===== src/rtl/sig_namea_unpack.sv =====
// Replays one captured SIG_NAMEA word (plus its SIG_NAMEB sideband) as NBEATS narrow beats,
// lower slice first, tagging each beat with the slice it came from.
module sig_namea_unpack #(
   parameter int WIDE_W = 224,
   parameter int SPLIT  = 128,
   parameter int BEAT_W = 32,
   parameter int FOO    = 8,
   parameter int IDX_W  = 3
) (
   input  logic                clk,
   input  logic                reset,
   input  logic                in_valid,
   output logic                in_ready,
   input  logic [WIDE_W-1:0]   SIG_NAMEA,
   input  logic [FOO*4-2:0]    SIG_NAMEB,
   output logic                out_valid,
   input  logic                out_ready,
   output logic [BEAT_W-1:0]   out_data,
   output logic [FOO*4-2:0]    out_tag,
   output logic [IDX_W-1:0]    out_idx,
   output logic                out_upper,
   output logic                out_first,
   output logic                out_last,
   output logic [15:0]         word_count
);

   localparam int NBEATS    = WIDE_W / BEAT_W;
   localparam int LOW_BEATS = SPLIT / BEAT_W;
   localparam int NSLOTS    = 2 ** IDX_W;

   localparam logic [IDX_W-1:0] LAST_IDX = IDX_W'(NBEATS - 1);
   localparam logic [IDX_W-1:0] LOW_IDX  = IDX_W'(LOW_BEATS);

   typedef enum logic {
      IDLE = 1'b0,
      SEND = 1'b1
   } state_t;

   state_t              state_reg, state_next;
   logic [IDX_W-1:0]    idx_reg, idx_next;
   logic [WIDE_W-1:0]   data_reg, data_next;
   logic [FOO*4-2:0]    tag_reg, tag_next;
   logic [15:0]         word_count_reg, word_count_next;

   logic                capture;
   logic                beat_xfer;

   // Beat slots beyond NBEATS exist only so every idx value selects something defined.
   logic [BEAT_W-1:0]   beat_slot [NSLOTS];

   genvar gi;
   generate
      for (gi = 0; gi < NSLOTS; gi++) begin : g_slot
         if (gi < NBEATS) begin : g_used
            assign beat_slot[gi] = data_reg[gi*BEAT_W +: BEAT_W];
         end else begin : g_unused
            assign beat_slot[gi] = '0;
         end
      end
   endgenerate

   assign out_valid  = (state_reg == SEND);
   assign out_data   = beat_slot[idx_reg];
   assign out_tag    = tag_reg;
   assign out_idx    = idx_reg;
   assign out_upper  = (idx_reg >= LOW_IDX);
   assign out_first  = (idx_reg == '0);
   assign out_last   = (idx_reg == LAST_IDX);
   assign word_count = word_count_reg;

   // Accepting a new word on the last-beat transfer gives zero-bubble back-to-back words.
   assign in_ready  = !reset &&
                      ((state_reg == IDLE) ||
                       ((state_reg == SEND) && out_last && out_ready));
   assign capture   = in_valid && in_ready;
   assign beat_xfer = out_valid && out_ready;

   always_comb begin
      state_next      = state_reg;
      idx_next        = idx_reg;
      data_next       = data_reg;
      tag_next        = tag_reg;
      word_count_next = word_count_reg;

      case (state_reg)
         IDLE: begin
            if (capture) begin
               data_next  = SIG_NAMEA;
               tag_next   = SIG_NAMEB;
               idx_next   = '0;
               state_next = SEND;
            end
         end
         SEND: begin
            if (beat_xfer) begin
               if (!out_last) begin
                  idx_next = idx_reg + 1'b1;
               end else begin
                  word_count_next = word_count_reg + 16'd1;
                  idx_next        = '0;
                  if (capture) begin
                     data_next  = SIG_NAMEA;
                     tag_next   = SIG_NAMEB;
                     state_next = SEND;
                  end else begin
                     state_next = IDLE;
                  end
               end
            end
         end
         default: begin
            state_next = IDLE;
            idx_next   = '0;
         end
      endcase
   end

   always_ff @(posedge clk) begin
      if (reset) begin
         state_reg      <= IDLE;
         idx_reg        <= '0;
         data_reg       <= '0;
         tag_reg        <= '0;
         word_count_reg <= '0;
      end else begin
         state_reg      <= state_next;
         idx_reg        <= idx_next;
         data_reg       <= data_next;
         tag_reg        <= tag_next;
         word_count_reg <= word_count_next;
      end
   end

endmodule


===== config.mk =====
export PLATFORM = sky130hd
export DESIGN_NAME = sig_namea_unpack
export DESIGN_NICKNAME = d
export VERILOG_FILES = /design/src/rtl/sig_namea_unpack.sv
export SDC_FILE = /design/constraint.sdc
export NUM_CORES = 1
export LEC_CHECK = 0
export CORE_MARGIN = 8
export CORE_UTILIZATION = 35
export CTS_CLUSTER_SIZE = 28
export DETAILED_ROUTE_END_ITERATION = 7
export PLACE_DENSITY = 0.73
export SLEW_MARGIN = 0
export SYNTH_ARGS = -nofsm -noshare
export SYNTH_HDL_FRONTEND = slang
export SYNTH_SLANG_ARGS = --single-unit

===== constraint.sdc =====
create_clock -name clk -period 2.2 [get_ports clk]
set_input_delay 0.44 -clock clk [delete_from_list [all_inputs] [get_ports clk]]
set_output_delay 0.44 -clock clk [all_outputs]
set_load 0.01 [all_outputs]

After elaboration in Yosys (flattened, before gate mapping)

Cells that the tools add are included.

Register bits: 275
Input bits: 259
Output and inout port bits: 87
Word-level logic and storage cells: 45

$add $sub $neg: 2
Magnitude comparators: 2
Equality and inequality tests: 4
Multiplexer cells: 19
Bitwise operators: 2
Reductions and logical operators: 11

Operator list:

| kind                                                                     | number |
|---|---|
| 224-bit 2-to-1 mux                                                       | 3 |
| 224-bit one-hot mux with 2 select lines                                  | 1 |
| 32-bit binary-select mux with 3-bit select                               | 1 |
| 31-bit 2-to-1 mux                                                        | 3 |
| 32-bit 2-to-1 mux                                                        | 2 |
| 31-bit one-hot mux with 2 select lines                                   | 1 |
| 16-bit by 1-bit adder with 16-bit output (second input constant)         | 1 |
| 3-bit 2-to-1 mux                                                         | 3 |
| 3-bit one-hot mux with 2 select lines                                    | 1 |
| 1-bit logical AND                                                        | 5 |
| 4-bit greater-or-equal comparator (second input constant)                | 1 |
| 2-bit inequality test (second input constant)                            | 2 |
| 3-bit inverter with 4-bit output                                         | 1 |
| 2-bit AND reduction                                                      | 2 |
| 3-bit by 1-bit adder with 3-bit output (second input constant)           | 1 |
| 3-bit equality test (second input constant)                              | 1 |
| 3-bit greater-or-equal comparator (second input constant)                | 1 |
| 3-bit zero test                                                          | 1 |
| 1-bit 2-to-1 mux                                                         | 3 |
| 3-bit AND reduction                                                      | 1 |
| 2-bit by 1-bit inequality test with 1-bit output (second input constant) | 1 |
| 1-bit one-hot mux with 2 select lines                                    | 1 |
| 1-bit zero test                                                          | 1 |
| 1-bit logical OR                                                         | 1 |
| 1-bit inverter                                                           | 1 |

Longest topological paths before layout

Gate-level depths: netlist (run 1).

Depth in word-level cells: 10
Depth in mapped cells: 7
Depth with buffers taken out: 5

Worst setup path after synthesis (run 1)

OpenSTA, ideal clock, no wires.

Path kind: register to output
From: register idx_reg[0], in the netlist out_idx[0]
To: output port out_data[14]
Data arrival time: 1600 ps
Required time: 1760 ps
Slack: 160 ps
Cell stages (with the launch flop): 8
Path buffers: 4
Path through: dfxtp_1 buf_6 buf_2 buf_2 clkbuf_1 nor2_1 a21oi_1 a21oi_1

Cells in the longest elaborated chain, start to end: 4

RTL lines:

| element                                                | RTL line | source |
|---|---|---|
| from (decl)                                            | 40       | `logic [IDX_W-1:0] idx_reg, idx_next;` |
| from (signal assigned)                                 | 127      | `idx_reg <= idx_next;` |
| 3-bit inverter with 4-bit output (implied by the code) | 63       | `assign out_data = beat_slot[idx_reg];` |
| 32-bit binary-select mux with 3-bit select             | 63       |  |
| 32-bit 2-to-1 mux (implied by the code) (2 in a row)   | 63       |  |
| to (decl)                                              | 18       | `output logic [BEAT_W-1:0] out_data,` |

Every way passes these cells. The select of a mux whose other input is x is not followed.

Final worst setup path (run 1)

From: register idx_reg[0], in the netlist out_idx[0]
To: output port out_data[21]

The elaborated chain is that of the path after synthesis.

==> impl_metrics.py, run 1 <==
metrics = {
    "cells_and_area": {
        "final_cells": 1788,
        "nets": 1630,
        "drive_above_1_share": 0.2412,
        "final_util": 0.6131,
        "final_cell_area_um2": 18030,
        "largest_reg_flops": 224,
        "area_growth_pct": 74.37,
    },
    "logic_synthesis": {
        "seq_area_frac_synth": 0.5325,
        "yosys_warnings": 0,
        "synth_common_cells": "dfxtp_1 (275), a22o_1 (255), nor2_1 (83)",
        "synth_area_um2": 10340,
        "synthTopCellsByArea": "dfxtp_1 (53%), a22o_1 (22%), mux4_2 (7.0%), a21oi_1 (3.4%), mux2i_1 (3.1%)",
        "avgSynthCellArea_um2": 11.36,
        "yosysMostFrequentCell": "dfxtp_1",
        "synth_edf_count": 0,
        "async_reset_ff_frac": 0,
        "synthFlopType": "dfxtp_1",
        "synth_simple_gate_area_frac": 0.06087,
        "postSynthCellCount": 910,
        "syn_nets": 1170,
        "synth_top_cell_by_area": "dfxtp_1",
        "yosys.cell_types.count": 33,
        "synth_mux_area_frac": 0.1029,
        "synth_top_family_by_area": "compound AO/OA/AOI/OAI gates",
        "synth-compound-area-share": 0.2537,
        "synth_seq_cells": 275,
        "synthXorXnorAreaFrac": 0.008471,
        "synth_fa_ha_area_frac": 0.001210,
        "synth_top_area_share": 0.5325,
    },
    "global_routing": {
        "grt_pass1_wl_mm": 61.70,
        "antenna_found_initial": 11,
        "grt_overflow_total": 0,
        "grtUsageTotal": 0.2209,
        "grt_max_degree": 31,
        "grt_pass1_vias": 10010,
    },
    "timing": {
        "tightest_slew_ns": 0.5252,
        "min_period_ns": 2.589,
        "rsz0062_at_grt": "true",
        "fmax_mhz": 386.3,
        "setup_viol": 270,
        "layout_worst_path_cycle_share": 1.177,
        "whs_ns": 0.4732,
        "setup_slack_ns": -0.3889,
        "hold_viol_final": 0,
        "slew-limit-headroom": 0.6472,
        "report.final.slew_viol_count": 0,
        "fin_skew_ns": 0.01239,
    },
    "setup_path": {
        "arrival_ns": 2.15,
        "r2r_slack_ns": -0.13,
        "path_class": "reg -> out",
        "cp_max_fo": 7,
        "required_ns": 1.76,
        "end_kind": "primary output",
        "startpoint_type": "register",
    },
    "clocking": {
        "clk_pin_slew_worst_paths_ns": 0.06,
        "cts.sinks": 275,
        "clock-root-buffer": "clkbuf_16",
        "cts_made_buffers": 30,
        "htree_levels": 1,
        "clk_path_buf_depth": 3,
        "tritoncts": "built",
        "insertion_delay_ns": 0.56,
    },
    "placement": {
        "dp.cells": 1620,
        "post-dp-hpwl_mm": 26.07,
        "dpl-instance-area_um2": 14690,
        "gp_congestion": 0.8510,
        "numPortBuffers": 345,
    },
    "floorplanning": {
        "die_area_um2": 35300,
        "fp.dieH_um": 187.9,
        "pin_count": 346,
        "rows": 63,
        "fp.dieW_um": 187.9,
        "coreArea_um2": 29400,
        "initial_utilization": 0.3516,
    },
    "run": {
        "drv_cap": 0,
    },
    "drt": {
        "firstDrtPassIters": 5,
        "drc": 0,
        "drtIter0Drc": 552,
        "ant_nets": 0,
        "routedWlPerCell_um": 24.00,
        "vias_per_cell": 5.407,
        "routed_wirelength_mm": 42.91,
        "vias": 9668,
    },
    "power": {
        "power_leakage_nw": 7.249,
        "vdd_drop_max_uv": 745.5,
        "power_density_nw_per_um2": 714.3,
        "p_total_mw": 12.88,
    },
    "status": {
        "violations": "negative setup slack",
        "status": "finished, violations left",
    },
    "hold_path": {
        "hold_class": "reg -> reg",
    },
}
-- report_power, final --
part	internal, mW	switching, mW
Combinational	1.38	0.809
Sequential	5.27	0.167
Clock	3.20	2.05
Total	9.85	3.03
-- what timing repair did --
action,4_1_cts,5_1_grt
gates cloned,36,22
setup buffers,60,16
resized for setup,243,53
hold buffers,0,0
setup endpoints to repair,129,298
pin swaps,100,31
-- kinds of logic after synthesis --
kind of cell               after synthesis
AOI/OAI and AO/OA                      332
xor gates and xnor gates                10
DFF                                    275
and+or+nand+nor                        131
muxes                                   66
buffers and inverters                   95
adders and majority gates                1
-- layout by cell type (no fill, tap or decap), types with 8 or more instances in the layout --
cell / netlist / final
buf_8: 0 / 14
clkdlybuf4s50_1: 0 / 308
buf_12: 0 / 41
buf_2: 37 / 31
a22o_1: 255 / 255
dfxtp_1: 275 / 272
buf_16: 0 / 34
nor2_2: 0 / 13
a21oi_2: 0 / 10
buf_6: 1 / 24
nor2_1: 83 / 63
buf_4: 2 / 43
xnor2_1: 10 / 10
clkbuf_1: 46 / 8
nand3_1: 8 / 8
a21oi_1: 71 / 60
mux2i_1: 32 / 31
mux4_2: 32 / 32
clkbuf_8: 0 / 8
clkbuf_16: 0 / 49
-- critical path, stage by stage, from the launching register on --
cell     delay (ns)
dfxtp_4        0.46
buf_12         0.13
buf_6          0.09
buf_12         0.09
mux4_2         0.52
nor2_2         0.10
a21oi_1        0.05
buf_2          0.15
-- cell type report --
type                       instances  area (um2)
antenna                            5       12.51
clock buffer                      47       915.9
clock inverter                     8       126.4
fill                            2249       11370
inverter                           5       18.77
multi-input combinational        540        4611
sequential                       275        5517
tap                              390       488.0
timing repair buffer             518        6339
-- metal layers --
layer  global-route usage  wire (um)  vias up
li1                     -          -     4426
met1               0.2726      17590     4719
met2               0.3665      20660      417
met3              0.06371       3212       96
met4              0.07121       1383       10
met5                    0         66        -
-- worst paths after layout --
check,from,endpoint,cells past startpoint
worst max-delay path,out_idx[0],out_data[21],7
worst min-delay path,data_reg[118],data_reg[118],1
worst max register to register,out_idx[0],data_reg[55],12
worst min register to register,data_reg[118],data_reg[118],1
-- stage by stage --
stage	setup slack [ns]	setup TNS [ns]
2_1_floorplan	0.1605	0
3_3_place_gp	-0.1907	-26.30
3_5_place_dp	-0.2299	-40.95
4_1_cts	-0.4188	-62.59
5_1_grt	-0.4921	-46.37
6_report	-0.3889	-27.12
Note: power is estimated with default switching activity, not from simulation.
==> inputs of run 2 (changes only) <==
- CORE_ASPECT_RATIO: not set -> 0.9
- CORE_MARGIN: 8 -> 10
- DONT_BUFFER_PORTS: not set -> 1
- PLACE_DENSITY: 0.73 -> 0.58
==> run 2 against run 1 <==
  * Sequential share of layout area up 6.4 points
  * Non-clock buffer count is 246 lower
  * The flow still finishes with violations (negative setup slack)
  * Global-route usage shrank 3.8 points
  * Clock-buffer cell count fell by 2
  * Die area is 4.3% higher
  * Via count shrank 11%
  * Largest power group unchanged
  * Register-to-register slack better by 0.03 ns
  * Routed wire length shrank 7.8%
  * Hold slack worse by 0.46 ns
  * Sequential power is essentially flat
  * Setup slack improved by 0.019 ns
  * Highest routed layer unchanged
  * Critical path type unchanged
  * Combinational power is 33% lower
==> impl_metrics.py, run 2 (synthesis results as in run 1) <==
metrics = {
    "global_routing": {
        "antenna_found_initial": 9,
        "grtUsageTotal": 0.1829,
        "grt_overflow_total": 0,
        "grt_pass1_vias": 8359,
        "grt_max_degree": 131,
        "grt_pass1_wl_mm": 53.56,
    },
    "floorplanning": {
        "pin_count": 346,
        "rows": 59,
        "coreArea_um2": 29010,
        "fp.dieW_um": 201.2,
        "initial_utilization": 0.3564,
        "die_area_um2": 36820,
        "fp.dieH_um": 183.1,
    },
    "drt": {
        "dr_wl_met2_mm": 18.58,
        "drc": 0,
        "routed_wirelength_mm": 39.57,
        "drtIter0Drc": 605,
        "firstDrtPassIters": 6,
        "wl_met3_mm": 3.216,
        "ant_nets": 0,
        "vias_per_cell": 5.552,
        "highest_layer": "met5",
        "vias": 8583,
        "met1Wirelength_mm": 17.00,
        "routedWlPerCell_um": 25.60,
    },
    "setup_path": {
        "reg2reg_depth": 10,
        "startpoint_type": "register",
        "cpMostUsedCell": "buf_12",
        "required_ns": 1.76,
        "max_stage_delay_ns": 0.54,
        "r2r_start": "out_idx[0]",
        "path_class": "reg -> out",
        "end_kind": "primary output",
        "arrival_ns": 2.13,
        "cp_top_family": "multiplexers",
        "cp_max_fo": 12,
        "worstReg2RegEnd": "out_tag[22]",
        "r2r_slack_ns": -0.10,
        "crit_buf_inv": 3,
        "crit_chain": "buf_12 -> buf_12 -> mux4_2 -> nor2_1 -> a21oi_1 -> buf_4",
        "cp_num_cells": 6,
        "worst_path_max_delay_cell": "mux4_2",
    },
    "timing": {
        "rsz0062_at_grt": "true",
        "report.final.slew_viol_count": 0,
        "min_period_ns": 2.570,
        "fmax_mhz": 389.2,
        "layout_worst_path_cycle_share": 1.168,
        "setup_slack_ns": -0.3695,
        "hold_viol_final": 0,
        "slew-limit-headroom": 0.5220,
        "setup_viol": 226,
        "tightest_slew_ns": 0.7147,
        "whs_ns": 0.01643,
        "tns_ns": -17.44,
        "fin_skew_ns": 0.01358,
    },
    "clocking": {
        "clock-root-buffer": "clkbuf_16",
        "cts.sinks": 275,
        "clk_path_buf_depth": 3,
        "tritoncts": "built",
        "insertion_delay_ns": 0.55,
        "htree_levels": 1,
        "cts_made_buffers": 29,
        "clk_pin_slew_worst_paths_ns": 0.06,
    },
    "hold_path": {
        "holdPathStages": 1,
        "hold_end": "out_tag[0]",
        "hold_class": "in -> reg",
        "min_from": "SIG_NAMEB[0]",
    },
    "cells_and_area": {
        "fillers": 2485,
        "final_util": 0.5133,
        "layout_commonest_cell": "dfxtp_1",
        "final_cells": 1546,
        "largest_reg_flops": 224,
        "area_growth_pct": 44.03,
        "mostFrequentLayoutCells": "dfxtp_1 (272), a22o_1 (255), dlygate4sd3_1 (141)",
        "nets": 1383,
        "drive_above_1_share": 0.2257,
    },
    "power": {
        "power_density_nw_per_um2": 779.2,
        "p_seq_frac": 0.470,
        "internal_power_mw": 8.789,
        "switchingPower_mw": 2.814,
        "p_clk_frac": 0.404,
        "switching_share": 0.2425,
        "vdd_drop_max_uv": 640.8,
        "pwr-share-comb": 0.126,
        "power_leakage_nw": 5.870,
    },
    "placement": {
        "numPortBuffers": 0,
        "gp_congestion": 0.9086,
        "post-dp-hpwl_mm": 24.34,
        "dp.cells": 1293,
    },
    "status": {
        "status": "finished, violations left",
        "violations": "negative setup slack",
    },
    "run": {
        "drv_cap": 0,
    },
}
-- run 2: cell count changes in the layout (fill, tap and decap cells not counted), sizes merged --
cell,before,now
clkdlybuf4s50,308,0
dlygate4sd3,0,141
buf,187,105
clkbuf,66,69
bufinv,3,1
diode,5,7
clkdlybuf4s15,1,0
clkinv,3,4
dlygate4sd2,1,0
inv,7,6
-- run 2: layout make-up --
cell class | instances | area (um2) | area share
diodes | 7 | 17.52 | 0.001176
clock buffers | 45 | 835.8 | 0.05613
clock inverters | 6 | 58.81 | 0.003949
inverters | 5 | 18.77 | 0.001260
multi-input cells | 540 | 4647 | 0.3121
flip-flops and latches | 275 | 5517 | 0.3705
well taps | 396 | 495.5 | 0.03327
repair buffers | 272 | 3301 | 0.2217
-- run 2: worst max path at each step --
| stage | start | to | slack, ns |
|---|---|---|---|
| after global placement | out_idx[0] | out_data[6] | -0.05 |
| after floorplan | out_idx[0] | out_data[14] | 0.16 |
| after global routing | out_idx[0] | out_data[25] | -0.44 |
| after CTS | out_idx[0] | out_data[29] | -0.39 |
| final | out_idx[0] | out_data[29] | -0.37 |
| after detailed placement | out_idx[0] | out_data[6] | -0.06 |
-- run 2: power groups by stage --
stage	Combinational [mW]	Sequential (mW)	Clock (mW)
floorplan	0.648	5.50	0
global placement	0.906	5.57	0
detailed placement	0.921	5.57	0
CTS	1.24	5.45	4.76
global route	1.56	5.49	4.95
finish	1.46	5.46	4.69
-- run 2: worst register-to-register path, stage by stage, from the launching register on --
cell       delay, ns
dfxtp_4         0.35
buf_4           0.15
bufbuf_16       0.27
buf_4           0.14
nand4b_1        0.19
and2_4          0.20
nor3b_4         0.23
buf_8           0.20
clkbuf_16       0.22
clkbuf_16       0.17
a22o_1          0.12
-- run 2: what timing repair did --
action,4_1_cts,5_1_grt
cloned,3,32
endpoints found under the setup margin,124,283
hold buffers,141,0
endpoints found under the hold margin,156,0
pin swaps,4,8
gates resized for setup,36,58
buffers inserted,12,8
-- run 2: routing by layer --
metal,GRT usage,up-vias
li1,-,3925
met2,0.2874,397
met1,0.2460,4210
met5,0,-
met3,0.05074,47
met4,0.03965,4
-- run 2: through the flow --
step	total power [mW]	cell area (um2)	setup slack [ns]
4_1_cts	11.45	13960	-0.3854
2_1_floorplan	6.145	10340	0.1605
6_report	11.60	14890	-0.3695
3_5_place_dp	6.492	11300	-0.06033
5_1_grt	11.99	14890	-0.4421
3_3_place_gp	6.474	11300	-0.05380
